**src/rtl/pwm_duty_ramp_ctrl.sv**
```systemverilog
// rtl/pwm_duty_ramp_ctrl.sv - slews PWM duty toward a target once per PWM period, with ramp-down and brake
// Optional target clamp to MAX_DUTY when PWM_DUTY_RAMP_DUTY_CLAMP_EN is defined.
module pwm_duty_ramp_ctrl #(
    parameter int                DUTY_W   = 11,
    parameter int                STEP_W   = 6,
    parameter logic [DUTY_W-1:0] MAX_DUTY = 11'h7C0
) (
    input  logic              clk,
    input  logic              rst,
    input  logic              en,
    input  logic              brake,
    input  logic [DUTY_W-1:0] target_duty,
    input  logic [STEP_W-1:0] step,
    input  logic              pwm_synch,
    output logic [DUTY_W-1:0] duty,
    output logic              at_target,
    output logic              busy,
    output logic [2:0]        state
);

    typedef enum logic [2:0] {
        IDLE    = 3'd0,
        RAMP_UP = 3'd1,
        RAMP_DN = 3'd2,
        HOLD    = 3'd3,
        BRAKE   = 3'd4
    } state_t;

    state_t            state_q, state_d;
    logic [DUTY_W-1:0] duty_q, duty_d;
    logic              at_target_q;
    logic              busy_q;

    logic [DUTY_W-1:0] lim_target;
    logic [DUTY_W-1:0] eff_target;
    logic [DUTY_W-1:0] eff_step;
    logic [DUTY_W-1:0] next_duty;

`ifdef PWM_DUTY_RAMP_DUTY_CLAMP_EN
    assign lim_target = (target_duty > MAX_DUTY) ? MAX_DUTY : target_duty;
`else
    logic unused_max_duty;
    assign unused_max_duty = ^MAX_DUTY;
    assign lim_target      = target_duty;
`endif

    assign eff_target = en ? lim_target : '0;
    assign eff_step   = (step == '0) ? {{(DUTY_W-1){1'b0}}, 1'b1}
                                     : {{(DUTY_W-STEP_W){1'b0}}, step};

    // Compare before add/sub so the update can neither overshoot nor wrap.
    always_comb begin
        next_duty = duty_q;
        if ((state_q == RAMP_UP || state_q == RAMP_DN) && pwm_synch) begin
            if (eff_target > duty_q) begin
                next_duty = (eff_target - duty_q <= eff_step) ? eff_target : duty_q + eff_step;
            end else if (eff_target < duty_q) begin
                next_duty = (duty_q - eff_target <= eff_step) ? eff_target : duty_q - eff_step;
            end
        end
    end

    always_comb begin
        state_d = state_q;
        duty_d  = duty_q;
        if (brake) begin
            state_d = BRAKE;
            duty_d  = '0;
        end else begin
            case (state_q)
                BRAKE: begin
                    state_d = IDLE;
                    duty_d  = '0;
                end
                IDLE: begin
                    duty_d = '0;
                    if (en) begin
                        state_d = (eff_target != '0) ? RAMP_UP : HOLD;
                    end
                end
                RAMP_UP, RAMP_DN, HOLD: begin
                    duty_d = next_duty;
                    // Direction follows the target every clock, even between synch pulses.
                    if (next_duty < eff_target) begin
                        state_d = RAMP_UP;
                    end else if (next_duty > eff_target) begin
                        state_d = RAMP_DN;
                    end else if (!en && next_duty == '0) begin
                        state_d = IDLE;
                    end else begin
                        state_d = HOLD;
                    end
                end
                default: begin
                    state_d = IDLE;
                    duty_d  = '0;
                end
            endcase
        end
    end

    always_ff @(posedge clk) begin
        if (rst) begin
            state_q     <= IDLE;
            duty_q      <= '0;
            at_target_q <= 1'b0;
            busy_q      <= 1'b0;
        end else begin
            state_q     <= state_d;
            duty_q      <= duty_d;
            at_target_q <= (state_d == HOLD);
            busy_q      <= (state_d == RAMP_UP) || (state_d == RAMP_DN);
        end
    end

    assign duty      = duty_q;
    assign at_target = at_target_q;
    assign busy      = busy_q;
    assign state     = state_q;

endmodule

```
**config.mk**
```make
export PLATFORM = sky130hd
export DESIGN_NAME = pwm_duty_ramp_ctrl
export DESIGN_NICKNAME = d
export VERILOG_FILES = /design/src/rtl/pwm_duty_ramp_ctrl.sv
export SDC_FILE = /design/constraint.sdc
export NUM_CORES = 1
export LEC_CHECK = 0
export CAP_MARGIN = 20
export CORE_MARGIN = 3
export CORE_UTILIZATION = 25
export DETAILED_ROUTE_END_ITERATION = 16
export GPL_TIMING_DRIVEN = 0
export PLACE_DENSITY_LB_ADDON = 0.08
export SETUP_SLACK_MARGIN = 0.1
export SYNTH_ARGS = -nofsm -noshare
export SYNTH_HDL_FRONTEND = slang
export SYNTH_SLANG_ARGS = --single-unit
```
**constraint.sdc**
```tcl
create_clock -name clk -period 7.7 [get_ports clk]
set_clock_uncertainty 0.1 [all_clocks]
set_input_delay 1.54 -clock clk [delete_from_list [all_inputs] [get_ports clk]]
set_output_delay 1.54 -clock clk [all_outputs]
set_load 0.01 [all_outputs]
```
Yosys cells after proc, flatten, opt, wreduce, memory -nomap -nowiden
Cells that the tools add are included.

storage, ports and cells
  output and inout port bits = 16
  word-level logic and storage cells = 46
  register bits = 16

operators by class
  eq/ne operators = 6
  bitwise gates (word level) = 1
  order comparisons = 6
  muxes and demuxes = 14
  add/sub/neg operators = 4
  reductions and logical operators = 11

operators by type and width
  cell                                                                    count
  11-bit 2-to-1 mux                                                       6
  11-bit greater-than comparator                                          2
  11-bit by 6-bit less-or-equal comparator with 1-bit output              2
  11-bit less-than comparator                                             2
  11-bit subtractor                                                       2
  3-bit by 2-bit equality test with 1-bit output (second input constant)  4
  11-bit by 6-bit adder with 11-bit output                                1
  11-bit zero test                                                        1
  11-bit nonzero test                                                     1
  11-bit by 6-bit subtractor with 11-bit output                           1
  2-bit 2-to-1 mux                                                        4
  3-bit by 1-bit equality test with 1-bit output (second input constant)  2
  6-bit zero test                                                         1
  3-bit 2-to-1 mux                                                        2
  6-bit 2-to-1 mux                                                        1
  3-bit one-hot mux with 2 select lines                                   1
  3-bit OR reduction                                                      2
  3-bit zero test                                                         1
  1-bit logical AND                                                       2
  1-bit logical OR                                                        2
  1-bit zero test                                                         1
  1-bit NOT                                                               1

Longest topological paths before layout
Gate-level depths: netlist (run 1).

  depth after elaboration = 16
  gate-level depth with buffers = 28

Worst setup path before layout (run 1)
No wires, ideal clock.

  kind = input-to-reg
  start = input port en
  end = register at_target_q (netlist: at_target)
  stages = 26
  required time = 7.468 ns
  setup slack = 0.935 ns
  data arrival time = 6.533 ns
  buffers on the path = 3
  path through = buf_4 > and2_1 > inv_1 > ha_1 > buf_4 > a21o_1 > a21oi_1 > xnor2_1 > ha_1 > a211o_1 > o21ai_0 > o2111ai_1 > nor4b_4 > buf_2 > mux2i_1 > nor2_1 > a211o_1 > ha_1 > nand4_1 > nor2_1 > and3_1 > o41ai_1 > a2111oi_2 > nand4_1 > o21ai_1 > a22oi_1

between the ends
  cells in the longest elaborated chain, start to end = 15
  elaborated cells on any way between the ends = 26

ends and longest elaborated chain
  what                                                                    line  text
  from (decl)                                                             10    input logic en,
  11-bit 2-to-1 mux (*)                                                   47    assign eff_target = en ? lim_target : '0;
  11-bit subtractor                                                       58    next_duty = (duty_q - eff_target <= eff_step) ? eff_target : duty_q - eff_step;
  11-bit by 6-bit less-or-equal comparator with 1-bit output              58
  11-bit 2-to-1 mux                                                       58
  11-bit 2-to-1 mux                                                       57    end else if (eff_target < duty_q) begin
  11-bit 2-to-1 mux (*)                                                   55    if (eff_target > duty_q) begin
  11-bit 2-to-1 mux (*)                                                   54    if ((state_q == RAMP_UP || state_q == RAMP_DN) && pwm_synch) begin
  via next_duty[7]                                                        37    logic [DUTY_W-1:0] next_duty;
  branches (longest 4 deep; another with 11-bit greater-than comparator)  n/a
  2-bit 2-to-1 mux (*)                                                    84    if (next_duty < eff_target) begin
  3-bit one-hot mux with 2 select lines (*)                               70    case (state_q)
  3-bit 2-to-1 mux (*)                                                    66    if (brake) begin
  3-bit by 2-bit equality test with 1-bit output (*)                      111   at_target_q <= (state_d == HOLD);
  to (signal assigned)                                                    111
  to (decl)                                                               31    logic at_target_q;

Mark *: on every way through the listed nets, which the timed path passes.
A chain may end at the register's enable or synchronous reset.

Worst setup path in the final report (run 1)
  start = input port target_duty[2]
  end = register at_target_q (netlist: at_target)

between the ends
  cells in the longest elaborated chain, start to end = 15
  elaborated cells on any way between the ends = 25

ends and longest elaborated chain
  what                                                                    line  text
  from (decl)                                                             12    input logic [DUTY_W-1:0] target_duty,
  11-bit 2-to-1 mux (*)                                                   47
  11-bit subtractor                                                       58
  11-bit by 6-bit less-or-equal comparator with 1-bit output              58
  11-bit 2-to-1 mux                                                       58
  11-bit 2-to-1 mux                                                       57
  11-bit 2-to-1 mux (*)                                                   55
  11-bit 2-to-1 mux (*)                                                   54
  via next_duty[7]                                                        37
  branches (longest 4 deep; another with 11-bit greater-than comparator)  n/a
  2-bit 2-to-1 mux (*)                                                    84
  3-bit one-hot mux with 2 select lines (*)                               70
  3-bit 2-to-1 mux (*)                                                    66
  3-bit by 2-bit equality test with 1-bit output (*)                      111

Marked as above.

==> results of run 1 <==
[per-layer routing]
metal,track usage,vias up
li1,-,1926
met1,0.241,1905
met2,0.306,131
met3,0.0140,8
met4,0.0322,0
met5,0,-
[through the flow]
| step | total power, mW | std cells | setup TNS [ns] | instance area (sq um) |
|---|---|---|---|---|
| final | 0.382 | 717 | 0 | 4450 |
| after global routing | 0.407 | 717 | 0 | 4450 |
| after CTS | 0.376 | 709 | 0 | 4330 |
| after detailed placement | 0.265 | 702 | -3.93 | 4200 |
| after global placement | 0.263 | 701 | -4.08 | 4190 |
| after floorplan | 0.206 | 485 | 0 | 3600 |
[power groups by stage]
stage          clock network [mW]  logic, mW  registers (mW)
6_report                    0.102      0.195          0.0847
5_1_grt                     0.108      0.215          0.0848
4_1_cts                     0.107      0.184          0.0847
3_5_place_dp                    0      0.178          0.0865
3_3_place_gp                    0      0.177          0.0865
2_1_floorplan                   0      0.120          0.0866
[registers in the layout, summed over array words and instances, names as in the netlist]
signal and count:
busy 1, duty 11, at_target 1, state 3
[kinds of logic (layout without fill, tap and decap cells)]
group                      count (synthesis)  in the layout  share of synthesized area
AOI/OAI and AO/OA                        155            155                      0.311
xor gates and xnor gates                  27             27                     0.0656
adders and majority gates                 56             56                      0.201
buffers and inverters                     59            111                     0.0673
DFF                                       16             16                     0.0889
muxes                                      9              9                     0.0253
and+or+nand+nor                          163            163                      0.242
[synth_stat cells, drive strengths merged (10+ instances only)]
cell type,count,area share
a21o,15,0.032
a21oi,32,0.044
a31oi,12,0.025
buf,11,0.017
dfxtp,16,0.089
ha,53,0.18
inv,40,0.042
nand2,35,0.036
nand3,21,0.031
nor2,33,0.034
nor2b,10,0.017
nor3,13,0.019
o21ai,22,0.031
xnor2,17,0.041
xor2,10,0.024
[final cells by class]
class | count | area [sq um] | area share
Multi-Input combinational cell | 410 | 3120 | 0.701
Timing Repair Buffer | 49 | 460 | 0.103
Sequential cell | 16 | 320 | 0.0719
Tap cell | 180 | 225 | 0.0506
Inverter | 40 | 150 | 0.0337
Buffer | 19 | 103 | 0.0230
Clock buffer | 3 | 75.1 | 0.0169
[path summary, 6_finish.rpt]
check | slack, ns | endpoint | depth (start not counted) | from
worst max-delay path | 0.50 | at_target | 28 | target_duty[2]
worst min register to register | 0.57 | busy | 2 | state[2]
worst max register to register | 1.95 | at_target | 22 | duty[1]
worst min-delay path | 0.57 | busy | 2 | state[2]
[layout by cell type (no fill, tap or decap), types with 6 or more instances in the layout]
master,netlist,routed
a21o_1,14,14
a31oi_1,11,10
ha_1,53,53
nand2b_1,8,8
buf_2,8,6
nor4_1,7,7
o21ai_0,20,19
nor2_1,33,32
xnor2_1,17,17
a21oi_1,32,31
nor2b_1,10,10
xor2_1,10,10
inv_1,40,39
o211ai_1,8,8
clkbuf_1,8,7
nand3_1,20,20
nand2_1,35,34
nand4_1,8,8
clkdlybuf4s50_1,0,35
dfxtp_1,16,16
mux2i_1,8,6
a211oi_1,8,7
nor3_1,12,12
buf_4,3,15
[worst max-delay path, stage by stage]
cell and delay, ns:
clkdlybuf4s50_1 0.52, and2_4 0.18, inv_2 0.08, ha_1 0.34
a21o_1 0.23, a31oi_4 0.21, o21a_1 0.20, xnor2_1 0.10
ha_1 0.30, and4_1 0.20, a31oi_1 0.10, o21ai_2 0.10
o2111ai_2 0.15, nor4b_4 0.41, buf_4 0.18, buf_6 0.16
mux2i_4 0.25, nor2_1 0.05, a211o_1 0.30, ha_1 0.29
nand4_1 0.14, nor2_2 0.14, and3_1 0.17, o41ai_1 0.08
a2111oi_2 0.32, nand4_1 0.17, o21ai_2 0.19, a22oi_1 0.11
[what timing repair did]
| item | 4_1_cts | 5_1_grt |
|---|---|---|
| hold buffers | 0 | 0 |
| setup buffers | 4 | 9 |
| endpoints found under the setup margin | 4 | 4 |
| resized for setup | 10 | 18 |
| pin swaps | 3 | 9 |
==> metrics.yaml, run 1 <==
outcome:
  status: "finished, final reports clean"
cells_and_area:
  finalNetCount: 617
  synthToLayoutAreaGrowth_pct: 23.6
  final_core_util: 0.318
  drive_above_1_share: 0.114
  antennaDiodeCount: 0
  fill_cells: 1551
cts:
  cts.clk_slew.worst_paths_ns: 0.05
  cts-root-buf: "clkbuf_16"
  cts_tree: "yes"
  cts_buffers: 3
  clockBufferDepth: 2
  htree_levels: 1
  cts_sinks: 16
  clk_latency_ns: 0.25
critical_path:
  cp.required_ns: 7.72
  startpoint_type: "input port"
  path_class: "input port to register"
  crit_path_max_fanout: 10
  critPathArrivalTime_ns: 7.21
  cp-end-kind: "register"
worst_hold_path:
  min_path_type: "register to register"
timing:
  setup_violations: 0
  grt_setup_unrepaired: "false"
  max_slew.worst_pin.slew_ns: 1.06
  drv_slew: 0
  final-hold-violation-count: 0
  fin_crit_ns: 7.20
  fin_hold_ws_ns: 0.567
  final.setup.worst_slack_ns: 0.502
  max_freq_mhz: 139
  relSlewSlack: 0.291
  fin_crit_sh: 0.935
power:
  p_int_mw: 0.229
  p_leak_nw: 1.88
  power_frac_clock: 0.268
  combPwrFrac: 0.510
  power_switching_mw: 0.153
  ir_worst_vdd_mv: 0.0949
  p_per_area_nw_per_um2: 85.8
  sw_frac_of_total: 0.401
  seqPwrFrac: 0.222
placed_design:
  portBuffers: 36
  dp.final_hpwl_um: 11800
  post-place-ws_ns: -1.08
  gp_congestion: 0.897
yosys:
  synth_cells: 485
  yosys_register_bits: 16
  synth.distinct_cells: 69
  synth_ff_type: "dfxtp_1"
  syn-num-nets: 563
  avgSynthCellArea_sq_um: 7.43
  syn_area_sq_um: 3600
  synth-edff-count: 0
  yosysWarnings: 0
  synth_seq_area_share: 0.0889
  synthArstFlopShare: 0
route:
  routed.top_layer: "met4"
  num_vias: 3970
  drt_iter0_drc: 295
  avgRoutedWirePerCell_um: 20.1
  met1_length_um: 6770
  firstDrtPassIters: 5
  dr_wl_met2_um: 6940
  vias_per_cell: 5.54
  antenna_left: 0
  routed-wl-met3_um: 607
  routed_wl_um: 14400
  drc: 0
global_route:
  grt_pass1_wl_um: 22600
  antenna_found_initial: 0
  grt_max_degree: 11
  grt_pass1_vias: 3946
  overflow: 0
  grt.total_usage: 0.176
floorplan:
  core_sq_um: 14000
  rows: 43
  die_h_um: 126
  die-width_um: 126
  initial_utilization: 0.258
  io_pins: 38
  die_area_sq_um: 15900
job:
  cap_violations: 0
Note: power is estimated with default switching activity, not from simulation.
==> run 2, diff against run 1 <==
--- a/config.mk
+++ b/config.mk
@@ -6,6 +6,7 @@
 export NUM_CORES = 1
 export LEC_CHECK = 0
 export CAP_MARGIN = 20
+export CORE_ASPECT_RATIO = 1.75
 export CORE_MARGIN = 3
 export CORE_UTILIZATION = 25
 export DETAILED_ROUTE_END_ITERATION = 16
==> run 2 against run 1 <==
Combinational power about the same; hold slack better by 0.00069 ns; global-route usage up 1.6 points; non-clock buffer count down 2; critical path depth down 1; setup slack worse by 0.14 ns; die area up 0.35%; critical path type unchanged; highest routed layer unchanged.
==> metrics.yaml, run 2 (same netlist as run 1, synthesis figures left out) <==
outcome:
  status: "finished, final reports clean"  # unchanged
route:
  firstDrtPassIters: 5  # unchanged
  antenna_left: 0  # unchanged
  routed_wl_um: 15400  # was 14400 um
  drc: 0  # unchanged
  avgRoutedWirePerCell_um: 21.6  # was 20.1 um
  vias_per_cell: 5.57  # was 5.54
  num_vias: 3971  # was 3970
  drt_iter0_drc: 226  # was 295
cells_and_area:
  mostFrequentLayoutCells: "ha_1, inv_1, clkdlybuf4s50_1"  # unchanged
  largest_reg_flops: 11  # unchanged
  instances_no_fill: 713  # was 717
  layout_commonest_cell: "ha_1"  # unchanged
  antennaDiodeCount: 0  # unchanged
  fill_cells: 1571  # was 1551
  finalNetCount: 615  # was 617
  synthToLayoutAreaGrowth_pct: 22.9  # was 23.6%
  drive_above_1_share: 0.112  # was 0.114
placed_design:
  portBuffers: 36  # unchanged
  post-place-ws_ns: -1.35  # was -1.08 ns
  placed_cells: 699  # was 702
  gp_congestion: 0.894  # was 0.897
  dp.final_hpwl_um: 12900  # was 11800 um
power:
  p_per_area_nw_per_um2: 89.1  # was 85.8 nW/um^2
  p_leak_nw: 1.87  # was 1.88 nW
  ir_worst_vdd_mv: 0.103  # was 0.0949 mV
  finalPower_mw: 0.394  # was 0.382 mW
timing:
  relSlewSlack: 0.331  # was 0.291
  fin_crit_ns: 7.34  # was 7.20 ns
  setup_violations: 0  # unchanged
  final.setup.tns_ns: 0  # unchanged
  max_slew.worst_pin.slew_ns: 0.996  # was 1.06 ns
  final.setup.worst_slack_ns: 0.358  # was 0.502 ns
  max_freq_mhz: 136  # was 139 MHz
  fin_hold_ws_ns: 0.567  # about the same
  fin_crit_sh: 0.954  # was 0.935
  drv_slew: 0  # unchanged
  final-hold-violation-count: 0  # unchanged
  grt_setup_unrepaired: "true"  # was false
critical_path:
  reg2regPathDepth: 21  # was 22
  critPathArrivalTime_ns: 7.43  # was 7.21 ns
  cp.required_ns: 7.79  # was 7.72 ns
  cp-end-kind: "register"  # unchanged
  startpoint_type: "input port"  # unchanged
  path_class: "input port to register"  # unchanged
  crit_path_max_fanout: 10  # unchanged
cts:
  cts-root-buf: "clkbuf_16"  # unchanged
  clk_latency_ns: 0.26  # was 0.25 ns
  ctsHoldBuffers: 0  # unchanged
  cts_tree: "yes"  # unchanged
  clockBufferDepth: 2  # unchanged
  htree_levels: 1  # unchanged
  cts_sinks: 16  # unchanged
  cts.clk_slew.worst_paths_ns: 0.05  # about the same
  cts_buffers: 3  # unchanged
floorplan:
  die_h_um: 165  # was 126 um
  die-width_um: 96.8  # was 126 um
  die_area_sq_um: 16000  # was 15900 sq um
  rows: 57  # was 43
  core_sq_um: 14000  # about the same
  io_pins: 38  # unchanged
  initial_utilization: 0.258  # about the same
global_route:
  grt_max_degree: 11  # unchanged
  antenna_found_initial: 0  # unchanged
  grt_pass1_wl_um: 23800  # was 22600 um
  overflow: 0  # unchanged
  grt_pass1_vias: 4129  # was 3946
  grt.total_usage: 0.193  # was 0.176
worst_hold_path:
  min_path_type: "register to register"  # unchanged
  holdPathStages: 3  # was 2
job:
  cap_violations: 0  # unchanged
run 2: power by group:
| part | switching (mW) | internal [mW] | leakage (nW) | total, mW |
|---|---|---|---|---|
| logic | 0.120 | 0.0734 | 1.69 | 0.194 |
| registers | 0.00102 | 0.0837 | 0.129 | 0.0847 |
| clock network | 0.0370 | 0.0792 | 0.0442 | 0.116 |
run 2: worst max-delay path, stage by stage:
cell and delay (ns):
clkdlybuf4s50_1 0.54, and2_4 0.22, inv_2 0.09, ha_1 0.27
buf_4 0.17, a21o_1 0.25, a21oi_2 0.23, xnor2_1 0.18
ha_1 0.30, a211o_1 0.31, o21ai_2 0.19, o2111ai_2 0.18
nor4b_4 0.23, buf_4 0.18, buf_4 0.21, mux2i_2 0.27
nor2_1 0.06, a211o_1 0.30, ha_1 0.20, a21o_1 0.17
a21o_1 0.17, a21oi_1 0.21, o21ai_0 0.15, a31oi_1 0.27
nand2_1 0.11, a211o_1 0.26, a21boi_1 0.13
run 2: repair_timing:
action	in CTS	in global routing
setup buffers	5	5
setup endpoints to repair	4	4
resized for setup	14	9
pin swaps	3	7
run 2: metal layers:
metal | vias up | share of wire | track usage
met5 | - | 0 | 0
met4 | 0 | 0.062 | 0.109
met3 | 47 | 0.025 | 0.00845
met2 | 125 | 0.56 | 0.385
met1 | 1871 | 0.35 | 0.196
li1 | 1928 | - | -
run 2: final cells by class:
class / instances / area [sq um] / area share
buffer: 19 / 96.3 / 0.0218
clock buffer: 4 / 88.8 / 0.0201
inverter: 40 / 150 / 0.0339
multi-input combinational: 410 / 3110 / 0.703
sequential: 16 / 320 / 0.0723
tap: 177 / 221 / 0.0500
timing repair buffer: 47 / 440 / 0.0994
run 2: final timing paths:
path                                startpoint  endpoint  slack, ns
worst max-delay path            target_duty[2]      busy       0.36
worst min-delay path                  state[0]      busy       0.57
worst max register to register         duty[1]      busy       1.91
worst min register to register        state[0]      busy       0.57
run 2: metrics by stage:
| step | utilization | instance area (sq um) |
|---|---|---|
| 6_report | 0.317 | 4430 |
| 5_1_grt | 0.317 | 4430 |
| 4_1_cts | 0.312 | 4360 |
| 3_5_place_dp | 0.300 | 4190 |
| 3_3_place_gp | 0.299 | 4190 |
| 2_1_floorplan | - | 3600 |
==> run 3, diff against run 2 <==
--- a/config.mk
+++ b/config.mk
@@ -16,3 +16,4 @@
 export SYNTH_ARGS = -nofsm -noshare
 export SYNTH_HDL_FRONTEND = slang
 export SYNTH_SLANG_ARGS = --single-unit
+export TNS_END_PERCENT = 1
==> results of run 3 <==
Final layout, timing and power as in run 2 (identical DEF).
